===== config.mk =====
export PLATFORM = sky130hd
export DESIGN_NAME = wb_sdram_arbiter
export DESIGN_NICKNAME = d
export VERILOG_FILES = /design/src/rtl/wb_sdram_arbiter.sv
export SDC_FILE = /design/constraint.sdc
export NUM_CORES = 1
export LEC_CHECK = 0
export CORE_AREA = 2 2 113 115
export CTS_CLUSTER_DIAMETER = 100
export DETAILED_ROUTE_END_ITERATION = 6
export DIE_AREA = 0 0 115 117
export HOLD_SLACK_MARGIN = 0.02
export PLACE_DENSITY = 0.54
export SYNTH_ARGS = -nofsm -noshare
export SYNTH_HDL_FRONTEND = slang
export SYNTH_SLANG_ARGS = --single-unit
export TNS_END_PERCENT = 10

===== constraint.sdc =====
create_clock -name clk -period 1.7 [get_ports clk]
set_input_delay 0.255 -clock clk [delete_from_list [all_inputs] [get_ports clk]]
set_output_delay 0.255 -clock clk [all_outputs]
set_load 0.03 [all_outputs]

===== src/rtl/wb_sdram_arbiter.sv =====
// Round-robin Wishbone B3 arbiter in front of the single SDRAM controller port.
// Grant is cycle-locked, with optional hold-limit preemption at transfer ends.
module wb_sdram_arbiter #(
    parameter int NR_OF_WBM  = 2,
    parameter int HOLD_LIMIT = 0
) (
    input  logic                    clk,
    input  logic                    rst,
    input  logic [NR_OF_WBM*32-1:0] wbm_dat_i,
    input  logic [NR_OF_WBM*30-1:0] wbm_adr_i,
    input  logic [NR_OF_WBM*4-1:0]  wbm_sel_i,
    input  logic [NR_OF_WBM*3-1:0]  wbm_cti_i,
    input  logic [NR_OF_WBM*2-1:0]  wbm_bte_i,
    input  logic [NR_OF_WBM-1:0]    wbm_we_i,
    input  logic [NR_OF_WBM-1:0]    wbm_cyc_i,
    input  logic [NR_OF_WBM-1:0]    wbm_stb_i,
    output logic [31:0]             wbm_dat_o,
    output logic [NR_OF_WBM-1:0]    wbm_ack_o,
    output logic [31:0]             wbs_dat_o,
    output logic [29:0]             wbs_adr_o,
    output logic [3:0]              wbs_sel_o,
    output logic [2:0]              wbs_cti_o,
    output logic [1:0]              wbs_bte_o,
    output logic                    wbs_we_o,
    output logic                    wbs_cyc_o,
    output logic                    wbs_stb_o,
    input  logic [31:0]             wbs_dat_i,
    input  logic                    wbs_ack_i,
    output logic [NR_OF_WBM-1:0]    grant_o
);

    localparam int IW = (NR_OF_WBM > 1) ? $clog2(NR_OF_WBM) : 1;
    localparam int HW = (HOLD_LIMIT > 0) ? $clog2(HOLD_LIMIT + 1) : 1;
    localparam logic [HW-1:0] HOLD_MAX = HW'(HOLD_LIMIT);
    localparam logic [IW-1:0] LAST_RST = IW'(NR_OF_WBM - 1);

    typedef enum logic {
        IDLE,
        BUSY
    } state_e;

    state_e               state_q, state_d;
    logic [NR_OF_WBM-1:0] grant_q, grant_d;
    logic [IW-1:0]        last_q, last_d;
    logic [HW-1:0]        hold_q, hold_d;

    logic                 others;
    logic                 held_cyc;
    logic                 xfer_end;
    logic                 preempt;
    logic [IW:0]          pick_all;
    logic [IW:0]          pick_oth;

    // Returns {found, index}; search begins one past base and wraps.
    function automatic logic [IW:0] rr_pick(
        input logic [NR_OF_WBM-1:0] req,
        input logic [IW-1:0]        base
    );
        logic          found;
        logic [IW-1:0] idx;
        int            j;
        found = 1'b0;
        idx   = '0;
        for (int i = 1; i <= NR_OF_WBM; i++) begin
            j = int'(base) + i;
            if (j >= NR_OF_WBM) j = j - NR_OF_WBM;
            if (!found && req[j]) begin
                found = 1'b1;
                idx   = IW'(j);
            end
        end
        return {found, idx};
    endfunction

    always_comb begin
        wbs_dat_o = '0;
        wbs_adr_o = '0;
        wbs_sel_o = '0;
        wbs_cti_o = '0;
        wbs_bte_o = '0;
        wbs_we_o  = 1'b0;
        wbs_cyc_o = 1'b0;
        wbs_stb_o = 1'b0;
        for (int k = 0; k < NR_OF_WBM; k++) begin
            if (grant_q[k]) begin
                wbs_dat_o = wbm_dat_i[k*32 +: 32];
                wbs_adr_o = wbm_adr_i[k*30 +: 30];
                wbs_sel_o = wbm_sel_i[k*4 +: 4];
                wbs_cti_o = wbm_cti_i[k*3 +: 3];
                wbs_bte_o = wbm_bte_i[k*2 +: 2];
                wbs_we_o  = wbm_we_i[k];
                wbs_cyc_o = wbm_cyc_i[k];
                wbs_stb_o = wbm_stb_i[k];
            end
        end
    end

    assign wbm_ack_o = {NR_OF_WBM{wbs_ack_i}} & grant_q;
    assign wbm_dat_o = wbs_dat_i;
    assign grant_o   = grant_q;

    assign others   = |(wbm_cyc_i & ~grant_q);
    assign held_cyc = |(wbm_cyc_i & grant_q);
    assign xfer_end = wbs_ack_i &&
                      (wbs_cti_o == 3'b000 || wbs_cti_o == 3'b111);
    assign preempt  = (HOLD_LIMIT > 0) && (hold_q == HOLD_MAX) &&
                      others && xfer_end;
    assign pick_all = rr_pick(wbm_cyc_i, last_q);
    // In BUSY last_q is the holder, so this skips the departing master.
    assign pick_oth = rr_pick(wbm_cyc_i & ~grant_q, last_q);

    always_comb begin
        state_d = state_q;
        grant_d = grant_q;
        last_d  = last_q;
        hold_d  = hold_q;
        unique case (state_q)
            IDLE: begin
                if (pick_all[IW]) begin
                    state_d               = BUSY;
                    grant_d               = '0;
                    grant_d[pick_all[IW-1:0]] = 1'b1;
                    last_d                = pick_all[IW-1:0];
                    hold_d                = '0;
                end
            end
            BUSY: begin
                if (!held_cyc || preempt) begin
                    hold_d = '0;
                    if (pick_oth[IW]) begin
                        grant_d               = '0;
                        grant_d[pick_oth[IW-1:0]] = 1'b1;
                        last_d                = pick_oth[IW-1:0];
                    end else begin
                        state_d = IDLE;
                        grant_d = '0;
                    end
                end else if (others && hold_q != HOLD_MAX) begin
                    hold_d = hold_q + HW'(1);
                end
            end
            default: begin
                state_d = IDLE;
                grant_d = '0;
            end
        endcase
    end

    always_ff @(posedge clk or negedge rst) begin
        if (!rst) begin
            state_q <= IDLE;
            grant_q <= '0;
            last_q  <= LAST_RST;
            hold_q  <= '0;
        end else begin
            state_q <= state_d;
            grant_q <= grant_d;
            last_q  <= last_d;
            hold_q  <= hold_d;
        end
    end

endmodule


[Word level (Yosys, flattened, before mapping)]
Index checks and enable logic that the tools add are counted.
Storage, ports and cells
  register bits: 4
  input bits: 183
  output and inout port bits: 110
  logic and storage cells: 86
Cells by class
  add/sub/neg operators: 4
  $lt $le $gt $ge: 8
  equal/unequal tests: 3
  mux-type cells: 54
  bitwise gates (word level): 5
  reductions and logical operators: 9
Operator list (count)
  32-bit 2-to-1 mux: 4
  32-bit by 3-bit < comparator with 1-bit output (second input constant): 2
  30-bit 2-to-1 mux: 2
  1-bit 2-to-1 mux: 34
  2-bit 2-to-1 mux: 5
  4-bit 2-to-1 mux: 2
  2-bit bitwise AND: 3
  3-bit 2-to-1 mux: 2
  1-bit logical AND: 4
  1-bit by 2-bit < comparator with 1-bit output (second input constant): 2
  2-bit != test (second input constant): 2
  1-bit one-hot mux with 2 select lines: 2
  2-bit one-hot mux with 2 select lines: 1
  3-bit by 2-bit subtractor with 4-bit output (second input constant): 1
  1-bit by 2-bit adder with 3-bit output (second input constant): 1
  3-bit by 2-bit greater-or-equal comparator with 1-bit output (second input constant): 1
  3-bit AND reduction: 1
  2-bit by 2-bit subtractor with 3-bit output (second input constant): 1
  1-bit by 1-bit adder with 2-bit output (second input constant): 1
  1-bit demux with 1-bit select: 2
  1-bit greater-or-equal comparator (second input constant): 2
  2-bit greater-or-equal comparator (second input constant): 1
  1-bit zero test: 2
  2-bit by 1-bit != test with 1-bit output (second input constant): 1
  4 further kinds: 4

[Logic depth before layout (Yosys ltp)]
  depth in word-level cells: 17
  mapped depth: 5
  mapped depth without buffers: 3

[Least setup slack after synthesis]
No wires, ideal clock.
  path kind: register to output
  start point: reg grant_q[1] (netlist: grant_o[1])
  end point: out wbs_cti_o[1]
  arrival: 1709 ps
  data required time: 1445 ps
  slack: -264 ps
  cell stages (with the launch flop): 5
  path buffers: 3
  path through: dfrtp_1 clkbuf_8 buf_2 buf_2 o21ai_0
Between the ends
  cells in the longest elaborated chain, start to end: 1
Ends and longest elaborated chain
  start, declared: RTL line 43  | logic [NR_OF_WBM-1:0] grant_q, grant_d;
  start signal, assigned: RTL line 157  | grant_q <= grant_d;
  3-bit 2-to-1 mux: RTL line 85  | if (grant_q[k]) begin
  end, declared: RTL line 22  | output logic [2:0] wbs_cti_o,
Every way passes these cells.

[Worst setup path after layout]
  start point: reg grant_q[0] (netlist: grant_o[0])
  end point: out wbs_dat_o[3]
Between the ends
  cells in the longest elaborated chain, start to end: 2
Ends and longest elaborated chain
  32-bit 2-to-1 mux (2 in a row): RTL line 85
  end, declared: RTL line 19  | output logic [31:0] wbs_dat_o,
Every way passes these cells.

==> impl_metrics.xml <==
<?xml version="1.0" encoding="UTF-8"?>
<metrics>
  <group name="synth">
    <metric name="compound_gate_fraction_of_synth_area" unit="%">55.0</metric>
    <metric name="post_synth_xor_area_fraction" unit="%">0</metric>
    <metric name="synth.area.mux_share" unit="%">0</metric>
    <metric name="number_of_nets_in_the_synthesized_netlist" unit="">336</metric>
    <metric name="synth_simple_gate_area_share" unit="%">6.31</metric>
    <metric name="ys_warn_count" unit="">0</metric>
    <metric name="post-synth-top-area-fraction" unit="%">46.3</metric>
    <metric name="synth-adder-area-share" unit="%">0</metric>
    <metric name="ff_latch_count_synth" unit="">4</metric>
    <metric name="synth.yosys.seq_area_share" unit="%">7.10</metric>
    <metric name="number_of_instances_in_the_synthesized_netlist" unit="">153</metric>
    <metric name="postSynthAreaPerCell" unit="µm²">9.33</metric>
    <metric name="synth_area" unit="mm²">0.00143</metric>
    <metric name="largest_family_of_logic_cells_by_synthesized_area" unit="">compound AO/OA/AOI/OAI gates</metric>
    <metric name="synth.distinct_cells" unit="">27</metric>
    <metric name="synth_largest_area_cell" unit="">a22o_2</metric>
    <metric name="synth_area_leaders" unit="">a22o_2, buf_4, buf_12</metric>
  </group>
  <group name="finish">
    <metric name="filler_cell_count" unit="">1252</metric>
    <metric name="layout_area_growth_over_synthesis" unit="%">175</metric>
    <metric name="antennaDiodeCount" unit="">0</metric>
    <metric name="post-route-util" unit="%">31.9</metric>
    <metric name="layout.cells.most_common_list" unit="">clkdlybuf4s50_1, buf_6, a22o_2</metric>
    <metric name="nNetsFinal" unit="">536</metric>
    <metric name="final_common_cell" unit="">clkdlybuf4s50_1</metric>
    <metric name="post_route_cells_drive_above_1_share" unit="%">47.4</metric>
  </group>
  <group name="placement">
    <metric name="hpwl_after_detailed_placement" unit="µm">6180</metric>
    <metric name="portBuffers" unit="">228</metric>
    <metric name="gp_routability_congestion" unit="">0.749</metric>
  </group>
  <group name="clock_network">
    <metric name="tritoncts" unit="">built</metric>
    <metric name="clk_latency" unit="ns">0.23</metric>
    <metric name="clk_transition_reported_paths" unit="ns">0.03</metric>
    <metric name="h-tree-depth" unit="">1</metric>
    <metric name="clkSinkCount" unit="">4</metric>
    <metric name="max-clock-path-buffers" unit="">2</metric>
    <metric name="cts-buffers-inserted" unit="">3</metric>
    <metric name="ctsRootBufferMaster" unit="">clkbuf_16</metric>
  </group>
  <group name="critical_path">
    <metric name="worstReg2RegEnd" unit="">last_q$_DFFE_PN1P_</metric>
    <metric name="worst-endpoint-required" unit="ns">1.44</metric>
    <metric name="ff2ff_setup_slack" unit="ns">0.40</metric>
    <metric name="timing.critical_path.to" unit="">wbs_dat_o[3]</metric>
    <metric name="crit_type" unit="">flop to output port</metric>
    <metric name="worst-endpoint-arrival" unit="ns">1.43</metric>
    <metric name="setup.worst_path.start" unit="">grant_o[0]$_DFFE_PN0P_</metric>
    <metric name="cp-end-kind" unit="">output port</metric>
    <metric name="worst-r2r-cell-count" unit="">5</metric>
    <metric name="critPathLaunchType" unit="">flop</metric>
    <metric name="regToRegStartpoint" unit="">grant_o[1]$_DFFE_PN0P_</metric>
    <metric name="path_max_fanout" unit="">25</metric>
  </group>
  <group name="timing">
    <metric name="setup_repair_after_global_routing_missed_its_margin" unit="">true</metric>
    <metric name="clock_skew" unit="ns">0.00127</metric>
    <metric name="slew_violations" unit="">0</metric>
    <metric name="timing.final.crit_period" unit="ns">1.69</metric>
    <metric name="timing.final.setup_violations" unit="">0</metric>
    <metric name="fmax" unit="MHz">592</metric>
    <metric name="slew-limit-headroom" unit="%">73.6</metric>
    <metric name="min_period_over_period" unit="%">99.3</metric>
    <metric name="finalHoldViolations" unit="">0</metric>
    <metric name="worst_slew_pin_slew" unit="ns">0.395</metric>
    <metric name="timing.hold.ws" unit="ns">0.228</metric>
  </group>
  <group name="floorplanning">
    <metric name="design.die.area" unit="mm²">0.0135</metric>
    <metric name="core" unit="mm²">0.0123</metric>
    <metric name="design.portCount" unit="">293</metric>
    <metric name="row_count" unit="">41</metric>
    <metric name="floorplan.initialDensity" unit="%">11.6</metric>
    <metric name="die-height" unit="µm">117</metric>
    <metric name="die_w" unit="µm">115</metric>
  </group>
  <group name="global_route">
    <metric name="antenna_violations_before_repair" unit="">0</metric>
    <metric name="global_route.usage.total" unit="%">9.43</metric>
    <metric name="overflow" unit="">0</metric>
    <metric name="grt_first_pass_wirelength" unit="µm">9990</metric>
    <metric name="grt_pass1_vias" unit="">1892</metric>
    <metric name="maximum_number_of_pins_on_one_net_before_global_route_repair" unit="">48</metric>
  </group>
  <group name="power_and_ir_drop">
    <metric name="power_per_cell_area" unit="mW/mm²">1000</metric>
    <metric name="p_leak" unit="nW">1.64</metric>
    <metric name="ir_worst_vdd" unit="µV">494</metric>
  </group>
  <group name="drt">
    <metric name="drt_wl_total" unit="µm">8590</metric>
    <metric name="detail_route.first_pass.iterations" unit="">4</metric>
    <metric name="detail-route-antenna-nets" unit="">0</metric>
    <metric name="post_drt_wl_per_cell" unit="µm">17.1</metric>
    <metric name="detail_route.iter0.violations" unit="">38</metric>
    <metric name="drt_drc_violations_left" unit="">0</metric>
    <metric name="dr_total_vias" unit="">2080</metric>
    <metric name="route.detailed.vias_per_inst" unit="">4.14</metric>
  </group>
  <group name="run">
    <metric name="max-cap-violations" unit="">0</metric>
  </group>
  <group name="worst_hold_path">
    <metric name="hp-class" unit="">input port to asynchronous set/reset pin</metric>
  </group>
  <group name="status">
    <metric name="status" unit="">finished clean</metric>
  </group>
</metrics>
-- repair_timing --
action	4_1_cts	5_1_grt
pin swaps	0	1
gates cloned	0	6
hold buffers	0	0
setup buffers	0	4
setup endpoints to repair	25	71
gates resized for setup	2	74
-- logic make-up (layout without fill, tap and decap cells) --
kind of cell,Yosys count,after routing
flip-flops,4,4
buffers and inverters,50,249
AND/OR/NAND/NOR,15,15
AO/OA/AOI/OAI,84,84
-- flip-flops by register name, indices dropped and copies added, names as in the netlist --
| signal | cells |
|---|---|
| grant_o | 2 |
| last_q | 1 |
| state_q | 1 |
-- final cells by class --
type	count	area, µm²	area share, %
clock buffers	4	78.8	2.00
inverters	1	3.75	0.0955
multi-input cells	99	921	23.4
flip-flops and latches	4	103	2.61
well taps	150	188	4.77
repair buffers	244	2640	67.1
-- metrics by stage --
stage / power (mW) / cells / area, µm² / setup slack [ns] / TNS, ns
after floorplan: 2.09 / 153 / 1430 / -0.0332 / -0.0663
after global placement: 2.99 / 488 / 3400 / 0.248 / 0
after detailed placement: 3.01 / 488 / 3400 / 0.225 / 0
after CTS: 3.42 / 492 / 3490 / -0.00212 / -0.00212
after global routing: 4.13 / 502 / 3930 / -0.0498 / -1.70
final: 3.94 / 502 / 3930 / 0.0114 / 0
-- where the power goes --
part	internal [mW]	leakage, nW	switching [mW]
Clock	0.311	0.0382	0.0768
Combinational	1.73	1.56	1.66
Sequential	0.130	0.0425	0.0314
-- worst min path at each step --
| stage | from | cells past startpoint | slack (ns) | endpoint |
|---|---|---|---|---|
| 3_3_place_gp | rst | 1 | 0.48 | state_q$_DFF_PN0_ |
| 2_1_floorplan | rst | 0 | -0.04 | grant_o[0]$_DFFE_PN0P_ |
| 6_report | rst | 1 | 0.23 | state_q$_DFF_PN0_ |
| 3_5_place_dp | rst | 1 | 0.48 | state_q$_DFF_PN0_ |
| 5_1_grt | rst | 1 | 0.24 | state_q$_DFF_PN0_ |
| 4_1_cts | rst | 1 | 0.24 | state_q$_DFF_PN0_ |
-- worst max-delay path: stages, from the launching register on --
cell and delay [ns]:
dfrtp_1 0.39, nor2b_4 0.15, buf_4 0.13, buf_12 0.15
a22o_2 0.23, buf_6 0.14
-- synth_stat cells (all sizes together) --
library cell,count
o31ai,1
clkbuf,7
nand3b,1
nand2b,1
a21oi,2
a22o,72
dfstp,1
o21ai,5
a31oi,1
dfrtp,3
a211oi,1
nor3,1
or2,1
nand2,6
inv,1
and3b,1
and2,2
nor2b,2
a21boi,1
buf,42
o2bb2ai,1
-- layer usage --
metal	up-vias	track usage [%]	wire length (µm)	part of all wire, %
met5	-	0	0	0
met4	0	2.73	105	1.2
met3	19	2.01	749	8.7
met2	123	16.9	4300	50
met1	965	11.4	3430	40
li1	973	-	-	-
No activity file was read; power rests on OpenSTA's default activity.
